$ cat src/rtl/lgs_bench_pkg.sv
// Shared constants, width helpers and FIFO entry layout for the grant-controller benchmarks.
package lgs_bench_pkg;

    localparam int unsigned NChDefault     = 4;
    localparam int unsigned DwDefault      = 8;
    localparam int unsigned DepthDefault   = 4;
    localparam int unsigned CreditsDefault = 3;

    // Smallest n with 2**n >= value; returns 0 for value <= 1.
    function automatic int unsigned clog2(input int unsigned value);
        int unsigned result;
        result = 0;
        for (int unsigned i = 0; i < 32; i++) begin
            if ((64'd1 << i) < 64'(value)) begin
                result = i + 1;
            end
        end
        return result;
    endfunction

    // A FIFO entry is {ch, data}: channel index in the upper bits, payload in the lower DW bits.
    function automatic int unsigned entry_width(input int unsigned nch, input int unsigned dw);
        return clog2(nch) + dw;
    endfunction

    typedef struct packed {
        logic [clog2(NChDefault)-1:0] ch;
        logic [DwDefault-1:0]         data;
    } grant_entry_t;

endpackage

$ cat src/rtl/multi_chan_grant_ctrl_if.sv
// Request/grant, credit and output-stream signals of the multi-channel grant controller.
interface multi_chan_grant_ctrl_if #(
    parameter int unsigned NCH   = lgs_bench_pkg::NChDefault,
    parameter int unsigned DW    = lgs_bench_pkg::DwDefault,
    parameter int unsigned DEPTH = lgs_bench_pkg::DepthDefault
);

    localparam int unsigned ChW  = lgs_bench_pkg::clog2(NCH);
    localparam int unsigned LvlW = lgs_bench_pkg::clog2(DEPTH) + 1;

    logic [NCH-1:0]    req_valid;
    logic [NCH*DW-1:0] req_data;
    logic [NCH-1:0]    req_ready;
    logic [NCH-1:0]    credit_ret;
    logic              mode;
    logic              out_valid;
    logic              out_ready;
    logic [DW-1:0]     out_data;
    logic [ChW-1:0]    out_ch;
    logic [LvlW-1:0]   fifo_level;
    logic              busy;

    modport master (
        output req_valid, req_data, credit_ret, mode, out_ready,
        input  req_ready, out_valid, out_data, out_ch, fifo_level, busy
    );

    modport slave (
        input  req_valid, req_data, credit_ret, mode, out_ready,
        output req_ready, out_valid, out_data, out_ch, fifo_level, busy
    );

endinterface

$ cat src/rtl/sync_fifo_reg.sv
// Shift-register FIFO whose head entry is always slot 0, so the read side comes straight from flops.
module sync_fifo_reg
    import lgs_bench_pkg::*;
#(
    parameter int unsigned DEPTH = DepthDefault,
    parameter int unsigned WIDTH = 8,
    localparam int unsigned LvlW = clog2(DEPTH) + 1
) (
    input  logic             clk,
    input  logic             rst_n,
    input  logic             push_i,
    input  logic [WIDTH-1:0] wdata_i,
    input  logic             pop_i,
    output logic             full_o,
    output logic             empty_o,
    output logic [LvlW-1:0]  level_o,
    output logic [WIDTH-1:0] rdata_o
);

    logic [WIDTH-1:0] mem_q [DEPTH];
    logic [WIDTH-1:0] mem_d [DEPTH];
    logic [LvlW-1:0]  level_q, level_d;
    logic             valid_q, valid_d;
    logic [LvlW-1:0]  wr_idx;
    logic             push_ok, pop_ok;

    // A push while full is refused even if the head is popped in the same cycle.
    assign full_o  = (level_q == LvlW'(DEPTH));
    assign push_ok = push_i && !full_o;
    assign pop_ok  = pop_i && valid_q;

    always_comb begin
        mem_d   = mem_q;
        level_d = level_q;
        wr_idx  = level_q;
        if (pop_ok) begin
            for (int unsigned i = 0; i < DEPTH - 1; i++) begin
                mem_d[i] = mem_q[i+1];
            end
            mem_d[DEPTH-1] = '0;
            level_d        = level_d - 1'b1;
            wr_idx         = level_q - 1'b1;
        end
        if (push_ok) begin
            mem_d[wr_idx[LvlW-2:0]] = wdata_i;
            level_d                 = level_d + 1'b1;
        end
    end

    assign valid_d = (level_d != '0);

    always_ff @(posedge clk or negedge rst_n) begin
        if (!rst_n) begin
            mem_q   <= '{default: '0};
            level_q <= '0;
            valid_q <= 1'b0;
        end else begin
            mem_q   <= mem_d;
            level_q <= level_d;
            valid_q <= valid_d;
        end
    end

    assign empty_o = !valid_q;
    assign level_o = level_q;
    assign rdata_o = mem_q[0];

endmodule

$ cat src/rtl/multi_chan_grant_ctrl.sv
// Credit-gated fixed-priority / round-robin arbiter over NCH channels feeding a registered FIFO.
module multi_chan_grant_ctrl
    import lgs_bench_pkg::*;
#(
    parameter int unsigned NCH     = NChDefault,
    parameter int unsigned DW      = DwDefault,
    parameter int unsigned DEPTH   = DepthDefault,
    parameter int unsigned CREDITS = CreditsDefault
) (
    input logic                    clk,
    input logic                    rst_n,
    multi_chan_grant_ctrl_if.slave bus
);

    localparam int unsigned ChW  = clog2(NCH);
    localparam int unsigned EntW = entry_width(NCH, DW);
    localparam int unsigned LvlW = clog2(DEPTH) + 1;
    localparam int unsigned CrW  = clog2(CREDITS + 1);

    logic [NCH-1:0]  elig, fp_win, rr_win, grant;
    logic [ChW-1:0]  ptr_q, ptr_d, gnt_idx;
    logic [DW-1:0]   gnt_data;
    logic            gnt_any;
    logic            fifo_full, fifo_empty;
    logic [LvlW-1:0] fifo_level;
    logic [EntW-1:0] head;

    for (genvar i = 0; i < NCH; i++) begin : g_ch
        logic [CrW-1:0] credit_q, credit_d;
        logic           rr_blocked;

        // Reset gates eligibility so no grant is visible while rst_n is low.
        assign elig[i]   = rst_n && bus.req_valid[i] && (credit_q != '0) && !fifo_full;
        assign fp_win[i] = elig[i] && ((elig & NCH'((1 << i) - 1)) == '0);

        // Round-robin: blocked by any eligible channel closer to ptr in cyclic order.
        always_comb begin
            int unsigned dist_i;
            int unsigned dist_j;
            rr_blocked = 1'b0;
            dist_i     = (i + NCH - 32'(ptr_q)) % NCH;
            for (int unsigned j = 0; j < NCH; j++) begin
                dist_j = (j + NCH - 32'(ptr_q)) % NCH;
                if (elig[j] && (dist_j < dist_i)) begin
                    rr_blocked = 1'b1;
                end
            end
        end

        assign rr_win[i] = elig[i] && !rr_blocked;
        assign grant[i]  = bus.mode ? rr_win[i] : fp_win[i];

        always_comb begin
            credit_d = credit_q;
            case ({grant[i], bus.credit_ret[i]})
                2'b10: credit_d = credit_q - 1'b1;
                2'b01: begin
                    if (credit_q != CrW'(CREDITS)) begin
                        credit_d = credit_q + 1'b1;
                    end
                end
                default: credit_d = credit_q;
            endcase
        end

        always_ff @(posedge clk or negedge rst_n) begin
            if (!rst_n) begin
                credit_q <= CrW'(CREDITS);
            end else begin
                credit_q <= credit_d;
            end
        end
    end

    always_comb begin
        gnt_idx  = '0;
        gnt_data = '0;
        for (int unsigned i = 0; i < NCH; i++) begin
            if (grant[i]) begin
                gnt_idx  = ChW'(i);
                gnt_data = bus.req_data[i*DW +: DW];
            end
        end
    end

    assign gnt_any = |grant;

    always_comb begin
        ptr_d = ptr_q;
        if (bus.mode && gnt_any) begin
            ptr_d = (32'(gnt_idx) == NCH - 1) ? '0 : gnt_idx + 1'b1;
        end
    end

    always_ff @(posedge clk or negedge rst_n) begin
        if (!rst_n) begin
            ptr_q <= '0;
        end else begin
            ptr_q <= ptr_d;
        end
    end

    sync_fifo_reg #(
        .DEPTH (DEPTH),
        .WIDTH (EntW)
    ) u_fifo (
        .clk     (clk),
        .rst_n   (rst_n),
        .push_i  (gnt_any),
        .wdata_i ({gnt_idx, gnt_data}),
        .pop_i   (bus.out_ready),
        .full_o  (fifo_full),
        .empty_o (fifo_empty),
        .level_o (fifo_level),
        .rdata_o (head)
    );

    assign bus.req_ready  = grant;
    assign bus.out_valid  = !fifo_empty;
    assign bus.out_data   = head[DW-1:0];
    assign bus.out_ch     = head[EntW-1:DW];
    assign bus.fifo_level = fifo_level;
    assign bus.busy       = rst_n && (!fifo_empty || (|bus.req_valid));

endmodule

$ cat src/flat_wrapper.sv
// flat-port wrapper written by rule: the top's interface ports become plain ports
module multi_chan_grant_ctrl_flat import lgs_bench_pkg::*;
#(
    parameter int unsigned NCH     = NChDefault,
    parameter int unsigned DW      = DwDefault,
    parameter int unsigned DEPTH   = DepthDefault,
    parameter int unsigned CREDITS = CreditsDefault
)
  (clk, rst_n, bus_req_valid, bus_req_data, bus_credit_ret, bus_mode, bus_out_ready, bus_req_ready, bus_out_valid, bus_out_data, bus_out_ch, bus_fifo_level, bus_busy);
  multi_chan_grant_ctrl_if #(.NCH(NCH), .DW(DW), .DEPTH(DEPTH)) bus_i ();
  input logic clk;
  input logic rst_n;
  input wire logic [$bits(bus_i.req_valid)-1:0] bus_req_valid;
  input wire logic [$bits(bus_i.req_data)-1:0] bus_req_data;
  input wire logic [$bits(bus_i.credit_ret)-1:0] bus_credit_ret;
  input wire logic [$bits(bus_i.mode)-1:0] bus_mode;
  input wire logic [$bits(bus_i.out_ready)-1:0] bus_out_ready;
  output wire logic [$bits(bus_i.req_ready)-1:0] bus_req_ready;
  output wire logic [$bits(bus_i.out_valid)-1:0] bus_out_valid;
  output wire logic [$bits(bus_i.out_data)-1:0] bus_out_data;
  output wire logic [$bits(bus_i.out_ch)-1:0] bus_out_ch;
  output wire logic [$bits(bus_i.fifo_level)-1:0] bus_fifo_level;
  output wire logic [$bits(bus_i.busy)-1:0] bus_busy;
  assign bus_i.req_valid = bus_req_valid;
  assign bus_i.req_data = bus_req_data;
  assign bus_i.credit_ret = bus_credit_ret;
  assign bus_i.mode = bus_mode;
  assign bus_i.out_ready = bus_out_ready;
  assign bus_req_ready = bus_i.req_ready;
  assign bus_out_valid = bus_i.out_valid;
  assign bus_out_data = bus_i.out_data;
  assign bus_out_ch = bus_i.out_ch;
  assign bus_fifo_level = bus_i.fifo_level;
  assign bus_busy = bus_i.busy;
  multi_chan_grant_ctrl #(.NCH(NCH), .DW(DW), .DEPTH(DEPTH), .CREDITS(CREDITS)) u_core (.clk(clk), .rst_n(rst_n), .bus(bus_i));
endmodule
$ cat config.mk
export PLATFORM = sky130hd
export DESIGN_NAME = multi_chan_grant_ctrl_flat
export DESIGN_NICKNAME = d
export VERILOG_FILES = /design/src/rtl/lgs_bench_pkg.sv /design/src/rtl/multi_chan_grant_ctrl_if.sv /design/src/rtl/sync_fifo_reg.sv /design/src/rtl/multi_chan_grant_ctrl.sv /design/src/flat_wrapper.sv
export SDC_FILE = /design/constraint.sdc
export NUM_CORES = 1
export LEC_CHECK = 0
export ABC_AREA = 1
export CAP_MARGIN = 20
export CORE_ASPECT_RATIO = 0.8
export CORE_MARGIN = 1.5
export CORE_UTILIZATION = 25
export CTS_BUF_LIST = sky130_fd_sc_hd__clkbuf_8 sky130_fd_sc_hd__clkbuf_16
export DETAILED_ROUTE_END_ITERATION = 10
export HOLD_SLACK_MARGIN = 0.12
export SETUP_SLACK_MARGIN = 0.1
export SLEW_MARGIN = 20
export SYNTH_ARGS = -nofsm -noshare
export SYNTH_HDL_FRONTEND = slang
export SYNTH_HIERARCHICAL = 1
export SYNTH_SLANG_ARGS = --single-unit
$ cat constraint.sdc
create_clock -name clk -period 2.9 [get_ports clk]
set_input_delay 0.58 -clock clk [delete_from_list [all_inputs] [get_ports clk]]
set_output_delay 0.58 -clock clk [all_outputs]
set_load 0.01 [all_outputs]
=== After elaboration in Yosys (flattened, before gate mapping) ===
Index checks and enable logic that the tools add are counted.

* Register bits after elaboration: 54
* Latch bits: 0
* Memory bits (writable): 0
* Bits in read-only memories: 0
* Word-level logic and storage cells: 170
* Memories: 0

* $add $sub $neg: 15
* Multipliers: 0
* Div/mod/pow operators: 0
* Magnitude comparators: 18
* Equal/unequal tests: 18
* Shift-type cells: 0
* Multiplexer cells: 43
* Bitwise logic cells: 1
* Reductions and logical operators: 64

{| class="wikitable"
|+ Operator list
! operator !! count
|-
| two-way mux 40 bit || 2
|-
| bitwise mux 40 bit || 1
|-
| logical AND 1 bit || 40
|-
| less-than comparator 2 bit || 16
|-
| two-way mux 8 bit || 4
|-
| two-way mux 1 bit || 21
|-
| demux 10 bit (select 2 bit) || 1
|-
| case mux 2 bit (2 select lines) || 4
|-
| nonzero test 2 bit || 8
|-
| two-way mux 2 bit || 7
|-
| zero test 4 bit || 3
|-
| adder 2 x 1 -> 2 bit (second input constant) || 5
|-
| equality test 2 bit (second input constant) || 5
|-
| two-way mux 10 bit || 1
|-
| equality test 2 x 1 -> 1 bit (second input constant) || 4
|-
| inequality test 2 x 1 -> 1 bit (second input constant) || 4
|-
| inequality test 2 bit (second input constant) || 4
|-
| AND reduction 2 bit || 4
|-
| OR reduction 4 bit || 2
|-
| subtractor 2 x 1 -> 2 bit (second input constant) || 4
|-
| two-way mux 3 bit || 2
|-
| zero test 1 bit || 5
|-
| subtractor 1 x 2 -> 2 bit (first input constant) || 2
|-
| subtractor 2 bit (first input constant) || 2
|-
| other kinds (8) || 8
|}

=== Depth between registers and ports, before layout ===
* Depth in word-level cells: 17
* Mapped depth: 20
* Gate-level depth less buffers: 20

=== Cells and area by module ===
Netlist, hierarchy kept.

{| class="wikitable"
|+ Modules (own cells, without submodules)
! module !! instances !! cells each !! area an instance (µm²) !! seq. area each (µm²)
|-
| sync_fifo_reg || 1 || 301 || 2399.8 || 1101.1
|-
| multi_chan_grant_ctrl || 1 || 181 || 1134.8 || 260.2
|}

=== Worst setup path after synthesis ===
OpenSTA, ideal clock, no wires.

* Path kind: flip-flop to flip-flop
* Start: register u_core.u_fifo.level_q[0], in the netlist u_core/u_fifo/level_o[0]
* End: register u_core/u_fifo/mem_q[10] (netlist name)
* Setup time: 130 ps
* Data arrival time: 2262 ps
* Required time: 2770 ps
* Setup slack: 508 ps
* Cell stages (with the launch flop): 20
* Clock period less this slack: 2392 ps
* Cell sequence: dfrtp_1 inv_1 ha_1 nand2_1 inv_1 inv_2 nand3_2 nor2_2 nand2_1 nand2_2 nand3_4 nand2_1 inv_1 nand2_2 nand2_2 inv_1 nand2_1 buf_4 nor2_1 a31oi_1

{| class="wikitable"
|+ RTL lines
! what !! RTL line !! text
|-
| from (decl) || sync_fifo_reg.sv:22 || <nowiki>logic [LvlW-1:0] level_q, level_d;</nowiki>
|-
| from (signal assigned) || sync_fifo_reg.sv:59 || <nowiki>level_q <= level_d;</nowiki>
|-
| to (signal assigned) || sync_fifo_reg.sv:58 || <nowiki>mem_q <= mem_d;</nowiki>
|-
| to (decl) || sync_fifo_reg.sv:20 || <nowiki>logic [WIDTH-1:0] mem_q [DEPTH];</nowiki>
|}

=== Final worst setup path ===
* Start: input port bus_req_valid[2]
* End: output port bus_busy

* Longest elaborated chain between the ends: 3

{| class="wikitable"
|+ Ends and longest elaborated chain
! what !! RTL line !! text
|-
| from (decl) || flat_wrapper.sv:13 || <nowiki>input wire logic [$bits(bus_i.req_valid)-1:0] bus_req_valid;</nowiki>
|-
| OR reduction 4 bit || multi_chan_grant_ctrl.sv:123 || <nowiki>assign bus.busy = rst_n && (!fifo_empty || (|bus.req_valid));</nowiki>
|-
| logical OR 1 bit || multi_chan_grant_ctrl.sv:123 ||
|-
| logical AND 1 bit || multi_chan_grant_ctrl.sv:123 ||
|-
| to (decl) || flat_wrapper.sv:23 || <nowiki>output wire logic [$bits(bus_i.busy)-1:0] bus_busy;</nowiki>
|}

Every way passes these cells.

==> run metrics <==
post-synthesis sequential area ratio=38.5%; layout cells sized above 1=between 10% and 20%; CTS Buffer Depth=2; remaining routing DRC violations=0; Post-synth EDFFs=0; endpoint class of the critical path=output pin; final setup fails=0; Compound-Gate Fraction of Synth Area=around 8.6%; Worst path top cell family by delay=buffers and inverters; IO Count=63; placed insts=710; synth warn=6; number of global-route vias before repair=3,092; Arr. time, crit path=about 2.1 ns; fin area=around 4500 µm²; first-pass GRT wire length=15,000 µm; DIE AREA=between 10,000 and 15,000 µm²; post-synthesis simple-gate area fraction=roughly two fifths; Via density=between 4 and 5; Syn Nets=533; Die W=136 µm; final hold vios=0; Setup Skew=around 0.0046 ns; synthesis-stage register bit count=54; total gr overflow=0; antenna viol nets, final=0; ANT cells=0; TritonCTS clock tree=done; Buffers on Ports=62; Worst-Skew Late Latency=around 0.29 ns; WP data required=around 2.3 ns; max incr delay on CP=around 0.48 ns; leading cell type in the layout, fill and taps excluded=nand2_1; Avg WL per Cell=12.3 µm; gr usage total=around an eighth; Startpoint Class=primary input; met2 WL=3930 µm; cell area power density=slightly above 800 nW/µm²; Yosys cell types=33; Final Non-Filler Cells=720; largest net degree at the start of global routing=49; multiplexer share of the synthesized area=0%; initial antenna violation count=0; Rows=38; R2R depth=21; Static Leak=~2.2 nW; DPL Wire Length=a little under 7000 µm; max_cap viols=0; Adder-Cell Fraction of Synth Area=between 2 and 2.5%; mapped cell area=roughly 3500 µm²; most frequent cells in the layout=nand2_1 (180), clkdlybuf4s50_1 (57), nand3_1 (54); worst hold path class=in2async; Placed Area=4270 µm²; xor-xnor portion of the synthesized cell area=0%; status=completed; Die Span Y=109 µm; Worst VDD drop=about 0.00028 V; Routability Congestion=roughly 0.83; WS Path Type=in2out; Max Transition Viols Final=0; Area Overhead vs Synth=26.6%; TritonRoute pass-1 iters=5; reg2reg start=u_core/u_fifo/level_o[1]; ys async rst share=between 90% and 100%; Crit path top cell by count=clkdlybuf4s50_1; post-layout min period=approximately 2.7 ns; DRT iter0 DRCs=225; Layout Utilization=32.7%; top achievable clock speed=about 370 MHz; TritonCTS Buffers=5; Most used DFF post-synth=dfrtp_1; RSZ-0062 raised after global routing=yes; vias=3,180; r2r setup slk=roughly 0.35 ns; final wirelength=just under 9000 µm; DR top layer=met4; Avg Synthesized Cell Area=~7.3 µm²; Pwr Total=3.66 mW; crit-path max FO=3; Met3 Wirelength=about 470 µm; main combinational cell family by area after synthesis=simple AND/OR/NAND/NOR gates; nets@finish=between 500 and 600; Mapped Cells=482; Starting Density=between 20% and 30%; clock sink total=54; Max transition margin=between 50% and 60%; Buf/Inv on CP=4; Root Buffer=clkbuf_16; Cell Chain, Critical Path=clkdlybuf4s50_1 > buf_4 > o41ai_1 > inv_1 > clkdlybuf4s50_1; Crit-path slowest cell=clkdlybuf4s50_1; register clock-pin slew on the reported worst setup and hold paths=~0.070 ns; H-tree depth=2; Core Footprint=~14,000 µm²; Period Utilization, post-route=about 93%; met1 WL=about 4300 µm; Filler cells=1,425; reg2reg end=u_core/u_fifo/mem_q[8]; worst-margin pin slew=between 0.6 and 0.7 ns
## repair_timing
| item | 4_1_cts | 5_1_grt |
|---|---|---|
| endpoints found under the hold margin | 0 | 0 |
| setup buffers | 1 | 1 |
| resized for setup | 7 | 7 |
| pin swaps | 2 | 1 |
| setup endpoints to repair | 4 | 41 |
| hold buffers | 0 | 0 |
## layer usage
metal | track usage (%) | vias to the layer above
met3 | 2.35 | 14
met1 | 17.7 | 1429
met4 | 3.80 | 0
li1 | - | 1648
met2 | 19.9 | 89
met5 | 0 | -
## cells by family after synthesis
| logic type | count (synthesis) |
|---|---|
| AND/OR/NAND/NOR | 295 |
| buffers and inverters | 80 |
| flip-flops | 54 |
| AO/OA/AOI/OAI | 46 |
| adder cells (fa/ha/maj) | 7 |
## stage by stage
step	setup slack, ns	TNS, ns	hold slack [ns]
2_1_floorplan	0.508	0	0.284
4_1_cts	0.129	0	0.305
3_3_place_gp	-0.0205	-0.220	0.478
3_5_place_dp	-0.0591	-0.698	0.488
5_1_grt	0.0369	0	0.318
6_report	0.193	0	0.304
## how the worst max path moves through the flow
stage | start | to | cells past startpoint
after global placement | bus_req_valid[0] | u_core/u_fifo/mem_q[10] | 17
after detailed placement | bus_req_valid[1] | u_core/u_fifo/mem_q[11] | 17
final | bus_req_valid[2] | bus_busy | 5
after global routing | u_core/u_fifo/level_o[1] | bus_req_ready[1] | 14
after CTS | u_core/u_fifo/level_o[1] | bus_req_ready[0] | 13
after floorplan | u_core/u_fifo/level_o[0] | u_core/u_fifo/mem_q[10] | 19
## area by class of cell
class                   count  area (µm²)  share of cell area (%)
clock buffers               7         153                    3.41
flip-flops and latches     54        1360                    30.4
clock inverters             1        8.76                   0.196
repair buffers             82         772                    17.3
well taps                 180         225                    5.03
multi-input cells         348        1760                    39.4
inverters                  48         190                    4.25
## sequential cells by signal, summed over array words and instances (netlist names)
signal and cells:
u_core/u_fifo/mem_q 30, u_core/u_fifo/rdata_o 10, u_core/g_ch.credit_q 8, u_core/u_fifo/level_o 3, u_core/ptr_q 2, u_core/u_fifo/valid_q 1
## report_power, final
part	internal, mW	switching [mW]
sequential	1.04	0.166
combinational	0.716	1.11
clock	0.369	0.264
## synth_stat cells (2+ instances only)
master	n	share of area [%]
nor2_1	19	2.0
inv_2	4	0.42
dfstp_2	8	5.9
a31oi_1	10	1.8
buf_6	7	2.2
o21ai_0	3	0.42
o21ai_1	16	2.3
nand2_1	181	19
ha_1	7	2.5
nand2_4	3	0.96
nor2_4	2	0.64
nand3_1	54	7.6
nor2_2	3	0.53
dfrtp_1	46	33
nand2_2	14	2.5
inv_1	42	4.5
clkbuf_1	4	0.42
nand3_2	5	1.4
nand4_1	11	1.9
buf_4	12	2.5
o21ai_2	12	3.0
nand3_4	2	0.99
buf_2	7	0.99
No activity file was read; power rests on OpenSTA's default activity.
